[src/rtl/mixpix_readout_seq.sv]
// Readout sequencer for the mixed-signal pixel array: drives the front-end strobes,
// runs a single-slope conversion per photodiode, and returns results over valid/ready.
module mixpix_readout_seq #(
  parameter int unsigned NPIX  = 12,
  parameter int unsigned CW    = 10,
  parameter int unsigned T_RST = 8,
  parameter int unsigned T_SH  = 4
) (
  input  logic            clk,
  input  logic            rst_n,
  input  logic            start,
  input  logic [15:0]     int_time,
  input  logic            cmp_in,
  output logic            sw1,
  output logic            sw2,
  output logic            sh,
  output logic            sh_cmp,
  output logic            sh_rst,
  output logic [NPIX-1:0] pd_sel,
  output logic [CW-1:0]   ramp_code,
  output logic [CW-1:0]   data_out,
  output logic [3:0]      pix_idx,
  output logic            data_valid,
  input  logic            data_ready,
  output logic            busy,
  output logic            frame_done
);

  typedef enum logic [2:0] {
    S_IDLE, S_RST, S_INT, S_SAMP, S_CONV, S_OUT, S_DONE
  } state_t;

  localparam logic [15:0]   RST_LAST = 16'(T_RST - 1);
  localparam logic [15:0]   SH_LAST  = 16'(T_SH - 1);
  localparam logic [3:0]    PIX_LAST = 4'(NPIX - 1);
  localparam logic [CW-1:0] RAMP_MAX = '1;

  state_t            state_q, state_d;
  logic [15:0]       cnt_q, cnt_d;
  logic [15:0]       tint_q, tint_d;
  logic [3:0]        pix_q, pix_d;
  logic [CW-1:0]     ramp_q, ramp_d;
  logic [CW-1:0]     dout_q, dout_d;
  logic              cmp_meta_q, cmp_s_q;
  logic              rst_ph_q, rst_ph_d;
  logic              samp_ph_q, samp_ph_d;
  logic              conv_ph_q, conv_ph_d;
  logic              valid_q, valid_d;
  logic              busy_q, busy_d;
  logic              done_q, done_d;
  logic [NPIX-1:0]   pd_sel_q, pd_sel_d;

  always_ff @(posedge clk or negedge rst_n) begin
    if (!rst_n) begin
      cmp_meta_q <= 1'b0;
      cmp_s_q    <= 1'b0;
    end else begin
      cmp_meta_q <= cmp_in;
      cmp_s_q    <= cmp_meta_q;
    end
  end

  always_comb begin
    state_d = state_q;
    cnt_d   = cnt_q;
    tint_d  = tint_q;
    pix_d   = pix_q;
    ramp_d  = ramp_q;
    dout_d  = dout_q;
    unique case (state_q)
      S_IDLE: begin
        ramp_d = '0;
        if (start) begin
          tint_d  = (int_time == 16'd0) ? 16'd1 : int_time;
          pix_d   = '0;
          cnt_d   = '0;
          state_d = S_RST;
        end
      end
      S_RST: begin
        cnt_d = cnt_q + 16'd1;
        if (cnt_q == RST_LAST) begin
          cnt_d   = '0;
          state_d = S_INT;
        end
      end
      S_INT: begin
        cnt_d = cnt_q + 16'd1;
        if (cnt_q == tint_q - 16'd1) begin
          cnt_d   = '0;
          state_d = S_SAMP;
        end
      end
      S_SAMP: begin
        cnt_d = cnt_q + 16'd1;
        if (cnt_q == SH_LAST) begin
          cnt_d   = '0;
          ramp_d  = '0;
          state_d = S_CONV;
        end
      end
      S_CONV: begin
        // Result is whatever code is on the ramp when the synchronised comparator is seen.
        if (cmp_s_q) begin
          dout_d  = ramp_q;
          state_d = S_OUT;
        end else if (ramp_q == RAMP_MAX) begin
          dout_d  = RAMP_MAX;
          state_d = S_OUT;
        end else begin
          ramp_d = ramp_q + CW'(1);
        end
      end
      S_OUT: begin
        if (data_ready) begin
          if (pix_q == PIX_LAST) begin
            state_d = S_DONE;
          end else begin
            pix_d   = pix_q + 4'd1;
            cnt_d   = '0;
            state_d = S_RST;
          end
        end
      end
      S_DONE: state_d = S_IDLE;
      default: state_d = S_IDLE;
    endcase

    // Outputs are registered from the next state so they line up with the state register.
    rst_ph_d  = (state_d == S_RST);
    samp_ph_d = (state_d == S_SAMP);
    conv_ph_d = (state_d == S_CONV);
    valid_d   = (state_d == S_OUT);
    busy_d    = (state_d != S_IDLE);
    done_d    = (state_d == S_DONE);
    pd_sel_d  = (state_d != S_IDLE) ? (NPIX'(1) << pix_d) : '0;
  end

  always_ff @(posedge clk or negedge rst_n) begin
    if (!rst_n) begin
      state_q   <= S_IDLE;
      cnt_q     <= '0;
      tint_q    <= '0;
      pix_q     <= '0;
      ramp_q    <= '0;
      dout_q    <= '0;
      rst_ph_q  <= 1'b0;
      samp_ph_q <= 1'b0;
      conv_ph_q <= 1'b0;
      valid_q   <= 1'b0;
      busy_q    <= 1'b0;
      done_q    <= 1'b0;
      pd_sel_q  <= '0;
    end else begin
      state_q   <= state_d;
      cnt_q     <= cnt_d;
      tint_q    <= tint_d;
      pix_q     <= pix_d;
      ramp_q    <= ramp_d;
      dout_q    <= dout_d;
      rst_ph_q  <= rst_ph_d;
      samp_ph_q <= samp_ph_d;
      conv_ph_q <= conv_ph_d;
      valid_q   <= valid_d;
      busy_q    <= busy_d;
      done_q    <= done_d;
      pd_sel_q  <= pd_sel_d;
    end
  end

  assign sw1        = rst_ph_q;
  assign sh_rst     = rst_ph_q;
  assign sw2        = samp_ph_q;
  assign sh         = samp_ph_q;
  assign sh_cmp     = conv_ph_q;
  assign pd_sel     = pd_sel_q;
  assign ramp_code  = ramp_q;
  assign data_out   = dout_q;
  assign pix_idx    = pix_q;
  assign data_valid = valid_q;
  assign busy       = busy_q;
  assign frame_done = done_q;

endmodule
[config.mk]
export PLATFORM = sky130hd
export DESIGN_NAME = mixpix_readout_seq
export DESIGN_NICKNAME = d
export VERILOG_FILES = /design/src/rtl/mixpix_readout_seq.sv
export SDC_FILE = /design/constraint.sdc
export NUM_CORES = 1
export LEC_CHECK = 0
export BUFFER_PORTS_ARGS = -buffer_cell sky130_fd_sc_hd__clkbuf_2
export CELL_PAD_IN_SITES_DETAIL_PLACEMENT = 0
export CELL_PAD_IN_SITES_GLOBAL_PLACEMENT = 1
export CORE_AREA = 3 3 87 122
export DETAILED_ROUTE_END_ITERATION = 12
export DIE_AREA = 0 0 90 125
export PLACE_DENSITY = 0.85
export REMOVE_ABC_BUFFERS = 1
export SLEW_MARGIN = 15
export SYNTH_ARGS = -nofsm -noshare
export SYNTH_HDL_FRONTEND = slang
export SYNTH_SLANG_ARGS = --single-unit
[constraint.sdc]
create_clock -name clk -period 4.5 [get_ports clk]
set_clock_uncertainty 0.15 [all_clocks]
set_input_delay 0.45 -clock clk [delete_from_list [all_inputs] [get_ports clk]]
set_output_delay 0.45 -clock clk [all_outputs]
set_load 0.05 [all_outputs]
# Word level (Yosys, flattened, before mapping)
# Cells that the tools add are included.
# op_classes
add_sub_neg,4
eq_ne,21
n_shift,1
n_mux,28
reduce_logical,10
# op_table
operator,n
16-bit two-way mux,7
16-bit one-hot mux with 5 select lines,1
10-bit two-way mux,5
10-bit one-hot mux with 3 select lines,1
3-bit two-way mux,8
3-bit one-hot mux with 6 select lines,1
16-bit by 1-bit adder with 16-bit output (second input constant),1
16-bit == test,1
16-bit by 2-bit == test with 1-bit output (second input constant),1
16-bit by 3-bit == test with 1-bit output (second input constant),1
16-bit zero test,1
16-bit by 1-bit subtractor with 16-bit output (second input constant),1
3-bit == test (second input constant),5
12-bit two-way mux,1
4-bit two-way mux,3
2-bit != test (second input constant),6
1-bit by 4-bit left shift with 12-bit output (first input constant),1
10-bit by 1-bit adder with 10-bit output (second input constant),1
10-bit == test (second input constant),1
3-bit by 2-bit == test with 1-bit output (second input constant),3
4-bit one-hot mux with 2 select lines,1
4-bit AND reduction,2
3-bit by 1-bit == test with 1-bit output (second input constant),2
3-bit nonzero test,2
other kinds (6),7
# word_totals
regBits,79
in_bits,21
out_inout_bits,44
wordCells,79

# Logic depth before layout (Yosys ltp)
# Gate-level depths: netlist of the first run.
# depth
depth_word,6
depth_mapped,11
ltp_nobuf,9

# Least setup slack after synthesis of the first run
# No wires, ideal clock.
# synth_timing
path_kind,register to register
startpoint,register tint_q[0]
endpoint,register cnt_q[12]
setup_ns,0.128
arrival_ns,3.004
slack_ns,1.217
path_stages_with_launch,12
n_path_buf,2
cell_sequence,dfrtp_1 inv_1 ha_1 or3b_4 or4_1 a2111oi_1 nand4_1 or4_4 buf_6 buf_6 a31oi_1 o22ai_1
# synth_between
elab_chain_len,4
# synth_rtl
item,line,source
from (decl),40,"logic [15:0] tint_q, tint_d;"
from (signal assigned),157,tint_q <= tint_d;
16-bit by 1-bit subtractor with 16-bit output,89,if (cnt_q == tint_q - 16'd1) begin
16-bit == test,89,
16-bit two-way mux,89,
16-bit one-hot mux with 5 select lines,70,unique case (state_q)
to (signal assigned),156,cnt_q <= cnt_d;
to (decl),39,"logic [15:0] cnt_q, cnt_d;"
# No other way between the ends.
# A chain may end at the register's enable or synchronous reset.

# Final worst setup path of the first run
# layout_timing
startpoint,register tint_q[0]
endpoint,register cnt_q[14]
# Same word-level chain as after synthesis.

==> impl_metrics.toml, run 1 <==
[sta]
clock.fmax_ghz = 0.2899
setup_viol = 0
min_period_ps = 3449
final_hold_viol_count = 0
tightest_slew_ps = 986.9
slew_violations = 0
fin_setup_tns_ps = 0
maxSlewHeadroom_pct = 34.21
grt_setup_unrepaired = "false"
whs_ps = 73.75
fin_crit_sh_pct = 76.65

[yosys]
synth_top_area_share_pct = 47.43
synth_mux_area_share_pct = 5.194
synthCells = 431
postSynth.asyncResetShare_pct = 100.0
ys_seq_area_share_pct = 47.43
synth-simple-area-share_pct = 23.57
synth-xor-area-share_pct = 6.094
synth_compound_area_share_pct = 11.80
ys.flop_type = "dfrtp_1"
ys_types = 60
synth_area_leader_cell = "dfrtp_1"
synth-seq-cells = 79
synth_edf_count = 0
ys_warn_count = 0
syn_area_um2 = 4168
postSynthAreaPerCell_um2 = 9.670
synthAdderAreaFrac_pct = 1.201
synth_area_leaders = "dfrtp_1 (47%), xnor2_1 (4.2%), nor2_1 (4.0%)"
synth_top_family_by_area = "simple AND/OR/NAND/NOR gates"

[clocking]
clockBufferDepth = 2
cts_made_buffers = 9
post_cts_buffers = 0
cts-root-buf = "clkbuf_16"
cts_tree = "done"
cts.clk_slew.worst_paths_ps = 60
cts_hold_buf = 0
cts.htree.levels = 3
clock_sink_count = 79
cts_resized = 0
clock_latency_ps = 330

[power_and_ir_drop]
power_density_nw_per_um2 = 621.2
cell_internal_pwr_w = 0.001760
pwr-share-seq_pct = 37.0
power.switching_w = 0.001242
ir_drop_mv = 0.2879
pwr-share-comb_pct = 39.5
total_leakage_power_nw = 2.108
p_sw_share_pct = 41.36
power.share.clock_pct = 23.5

[setup_path]
startpoint_type = "flop"
max_stage_delay_ps = 650
path_max_fanout = 23
critical_path_arrival_ps = 3500
worstPathRequired_ps = 4550
cp.buffers_inverters = 1
crit_chain = "inv_1 -> ha_1 -> or3b_4 -> or4_1 -> a2111oi_1 -> nand4_1 -> or4_4 -> nand2_1 -> o21ai_0"
crit_family = "simple AND/OR/NAND/NOR gates"
crit_slowest_cell = "or4_4"
crit_type = "flop to flop"
end_kind = "flop"

[floorplan]
die_area_um2 = 11250
fp.dieW_um = 90
core_um2 = 9564
io_pins = 65
initial_utilization_pct = 43.58
num_rows = 42
die_height_um = 125

[global_routing]
grt_first_pass_wirelength_mm = 15.28
grt_pass1_vias = 3230
grt_use_total_pct = 16.44
antenna_found_initial = 0
grt-ovfl-total = 0
grt_max_degree = 80

[routing]
drt_iter0_drc = 85
wl_per_cell_um = 14.68
drtAntennaViolNets = 0
first_pass_iters = 5
drc = 0
viasPerCell = 5.479
wl_mm = 9.013
num_vias = 3364

[placed_design]
gp_congestion = 0.8190
port_buffers = 64
dp_hpwl_mm = 6.579

[worst_hold_path]
hold_class = "primary input to flop"

[final_layout]
diodes = 0
layout.nets = 504
final_common_cell = "dfrtp_1"
drive_above_1_share_pct = 21.37
final_cell_mix = "dfrtp_1 (79), clkbuf_2 (63), nor2_1 (44), nand2_1 (32), nand3_1 (28)"
area_delta_synth_final_pct = 15.94

[status]
status = "complete, no violations"

[job]
maxCapViolCount = 0
## layout make-up
class / instances / area [µm²]
fill: 917 / 4732
multi-input combinational: 306 / 2001
sequential: 79 / 1977
timing repair buffer: 66 / 337.8
clock buffer: 11 / 242.7
tap: 132 / 165.2
inverter: 17 / 63.81
clock inverter: 3 / 45.04
## metrics by stage
step / util (%) / instance area (µm²) / setup slack, ps / instances / total power (W)
global route: 50.52 / 4832 / 820.0 / 614 / 0.003190
finish: 50.52 / 4832 / 1051 / 614 / 0.003002
floorplan: - / 4035 / 625.1 / 402 / 0.002002
global placement: 47.51 / 4544 / 1121 / 600 / 0.002284
detailed placement: 47.51 / 4544 / 1058 / 600 / 0.002315
CTS: 50.52 / 4832 / 1050 / 614 / 0.003028
## per-layer routing
layer | routed length (µm) | part of all wire, % | vias up | GRT usage [%]
li1 | - | - | 1651 | -
met1 | 3841 | 43 | 1604 | 19.72
met2 | 4583 | 51 | 91 | 28.61
met3 | 384 | 4.3 | 18 | 3.966
met4 | 204 | 2.3 | 0 | 5.951
met5 | 0 | 0 | - | 0
## sequential cells by signal, summed over array words and instances, names as in the netlist
register    flops
state_q         3
ramp_code      10
tint_q         16
frame_done      1
cmp_meta_q      1
data_valid      1
pd_sel         12
sh              1
cmp_s_q         1
sh_rst          1
pix_idx         4
cnt_q          16
data_out       10
sh_cmp          1
busy            1
## final timing paths
kind                            slack [ps]                     to  depth (start not counted)                  start
worst max-delay path                  1050  cnt_q[14]$_DFFE_PN0P_                          9  tint_q[0]$_DFFE_PN0P_
min in group asynchronous              120  tint_q[2]$_DFFE_PN0P_                          1                  rst_n
worst max register to register        1050  cnt_q[14]$_DFFE_PN0P_                          9  tint_q[0]$_DFFE_PN0P_
worst min-delay path                    70   cmp_meta_q$_DFF_PN0_                          1                 cmp_in
max in group asynchronous             3420   pix_idx[3]$_DFF_PN0_                          1                  rst_n
worst min register to register         200      cmp_s_q$_DFF_PN0_                          0   cmp_meta_q$_DFF_PN0_
## cells in the mapped netlist (all sizes together) (3+ instances only)
cell    instances
a21oi           9
a31oi          10
and3            5
and4b           3
buf             7
clkbuf         22
dfrtp          79
ha              4
inv            17
mux2           13
mux2i           7
nand2          32
nand2b          4
nand3          28
nand3b          4
nand4           8
nor2           44
nor2b           5
nor3           12
nor4           12
nor4b           3
o211ai          3
o21ai          13
o22a           10
o41ai           4
or2             3
or4             9
xnor2          20
xor2            9
## kinds of logic after synthesis
logic type,Yosys count
DFF,79
AOI/OAI and AO/OA,69
and+or+nand+nor,184
xor gates and xnor gates,29
muxes,20
buffers and inverters,46
adders and majority gates,4
## power by group through the flow
stage          logic (W)  clock network [W]  registers, W
3_3_place_gp     0.00117                  0       0.00112
2_1_floorplan   0.000668                  0       0.00133
3_5_place_dp     0.00119                  0       0.00112
6_report         0.00119           0.000704       0.00111
5_1_grt          0.00129           0.000748       0.00115
4_1_cts          0.00119           0.000722       0.00111
No activity file was read; power rests on OpenSTA's default activity.
==> inputs of run 2 (changes only) <==
ABC_AREA = 1   (was unset)
CORE_AREA = 3 3 95 134   (was 3 3 87 122)
DIE_AREA = 0 0 98 137   (was 0 0 90 125)
clock period = 3.4 ns   (was 4.5 ns; I/O delays follow)
==> impl_metrics.toml, run 2 <==
[status]
status = "finished with violations"
violations = "design-rule violations, negative hold slack"

[global_routing]
grt_first_pass_wirelength_mm = 21.06
antenna_found_initial = 0
grt-ovfl-total = 0
grt_use_total_pct = 19.47
grt_pass1_vias = 4511
grt_max_degree = 80

[yosys]
netlist_top_cells_count = "nand2_1 (176), dfrtp_1 (79), nor2_1 (75), inv_1 (72), nand3_1 (50)"
ys_seq_area_share_pct = 40.77
synth_area_leaders = "dfrtp_1 (41%), nand2_1 (14%), nor2_1 (5.8%)"
synthCells = 655
ys.flop_type = "dfrtp_1"
syn_area_um2 = 4848
ys_types = 39
synth-simple-area-share_pct = 38.92
postSynthAreaPerCell_um2 = 7.402
synthAdderAreaFrac_pct = 1.032
synth_top_family_by_area = "simple AND/OR/NAND/NOR gates"
synth-xor-area-share_pct = 5.239
synth_area_leader_cell = "dfrtp_1"
postSynth.asyncResetShare_pct = 100.0
synth.most_common_cell = "nand2_1"
synth_edf_count = 0
synth_top_area_share_pct = 40.77
synth_mux_area_share_pct = 0
synth_compound_area_share_pct = 5.419
synth-seq-cells = 79
ys_warn_count = 0

[placed_design]
place_ws_ps = 874.1
gp_congestion = 0.9144
dp_hpwl_mm = 9.258
port_buffers = 64

[sta]
fin_ws_ps = 892.3
tightest_slew_ps = 1011
min_period_ps = 2508
whs_ps = -12.07
fin_crit_sh_pct = 73.76
slew_violations = 0
clock.fmax_ghz = 0.3988
maxSlewHeadroom_pct = 32.61
grt_setup_unrepaired = "false"
setup_viol = 0
final_hold_viol_count = 9
fin_setup_tns_ps = 0

[floorplan]
num_rows = 47
initial_utilization_pct = 41.43
die_area_um2 = 13430
core_um2 = 11700
die_height_um = 137
fp.dieW_um = 98
io_pins = 65

[clocking]
cts.htree.levels = 3
cts-root-buf = "clkbuf_16"
cts_resized = 0
clock_sink_count = 79
cts_made_buffers = 9
clock_latency_ps = 340
clockBufferDepth = 2
cts.clk_slew.worst_paths_ps = 70
cts_tree = "done"

[routing]
num_vias = 4491
wl_per_cell_um = 14.47
first_pass_iters = 8
viasPerCell = 5.180
drc = 1
drt_iter0_drc = 203
wl_mm = 12.55
drtAntennaViolNets = 0

[setup_path]
end_kind = "flop"
startpoint_type = "flop"
worstPathRequired_ps = 3450
path_max_fanout = 14
crit_type = "flop to flop"
critical_path_arrival_ps = 2560

[worst_hold_path]
hold_class = "primary input to async pin"

[power_and_ir_drop]
total_leakage_power_nw = 2.850
power_density_nw_per_um2 = 778.4
ir_drop_mv = 0.6489

[final_layout]
layout.nets = 740
final_common_cell = "nand2_1"
diodes = 0
final_cell_mix = "nand2_1 (176), dfrtp_1 (79), nor2_1 (75), inv_1 (72), clkbuf_2 (63)"
area_delta_synth_final_pct = 14.92
drive_above_1_share_pct = 19.03

[job]
maxCapViolCount = 0
[run 2: area by class of cell]
type                            instances  area, µm²
Clock buffer                           11      252.7
Clock inverter                          5      37.54
Fill cell                            1175       6131
Inverter                               81      304.0
Multi-Input combinational cell        475       2454
Sequential cell                        79       1977
Tap cell                              147      183.9
Timing Repair Buffer                   69      362.8
[run 2: repair_timing]
item	4_1_cts	5_1_grt
hold endpoints to repair	1	0
hold buffers	1	0
buffers inserted	0	0
[run 2: power breakdown]
part	switching [W]	total, W	internal, W
Sequential	0.000240	0.00141	0.00117
Combinational	0.00142	0.00197	0.000552
Clock	0.000421	0.000960	0.000539
Total	0.00208	0.00434	0.00226
[run 2: final timing paths]
check / to / from / slack, ps / cells past startpoint
min in group clk: tint_q[11]$_DFFE_PN0P_ / int_time[11] / 60 / 3
setup reg to reg: pd_sel[0]$_DFF_PN0_ / state_q[0]$_DFF_PN0_ / 890 / 11
max in group asynchronous: ramp_code[1]$_DFFE_PN0P_ / rst_n / 2420 / 1
hold / removal: tint_q[13]$_DFFE_PN0P_ / rst_n / -10 / 1
hold reg to reg: cmp_s_q$_DFF_PN0_ / cmp_meta_q$_DFF_PN0_ / 200 / 0
setup / recovery: pd_sel[0]$_DFF_PN0_ / state_q[0]$_DFF_PN0_ / 890 / 11
[run 2: cell families after synthesis]
| kind of cell | after synthesis |
|---|---|
| simple gates | 396 |
| buf+inv | 101 |
| flops | 79 |
| compound gates | 46 |
| xor+xnor | 29 |
| fa+ha+maj | 4 |
[run 2: routing by layer]
metal | part of all wire, % | track usage [%]
met1 | 40 | 21.62
met3 | 4.2 | 3.060
met5 | 0 | 0
met2 | 53 | 36.33
met4 | 3.1 | 8.776
[run 2: worst max-delay path: stages (launching register included)]
cell and delay [ps]:
dfrtp_1 430, nor2_1 100, inv_1 110, nor2_1 50, nand2_1 400, inv_1 120, nor2_1 120, inv_1 70
nor2_1 140, nand4_1 160, nor2_2 430, nor2_1 90
[run 2: stage by stage]
step	cell area (µm²)	hold WS [ps]	instances	util, %	power [W]
6_report	5572	-12.07	867	47.61	0.004337
5_1_grt	5572	73.35	867	47.61	0.004648
4_1_cts	5572	50.04	867	47.61	0.004372
3_5_place_dp	5271	184.7	850	45.04	0.003395
3_3_place_gp	5271	185.5	850	45.04	0.003359
2_1_floorplan	4735	-105.6	635	-	0.002877
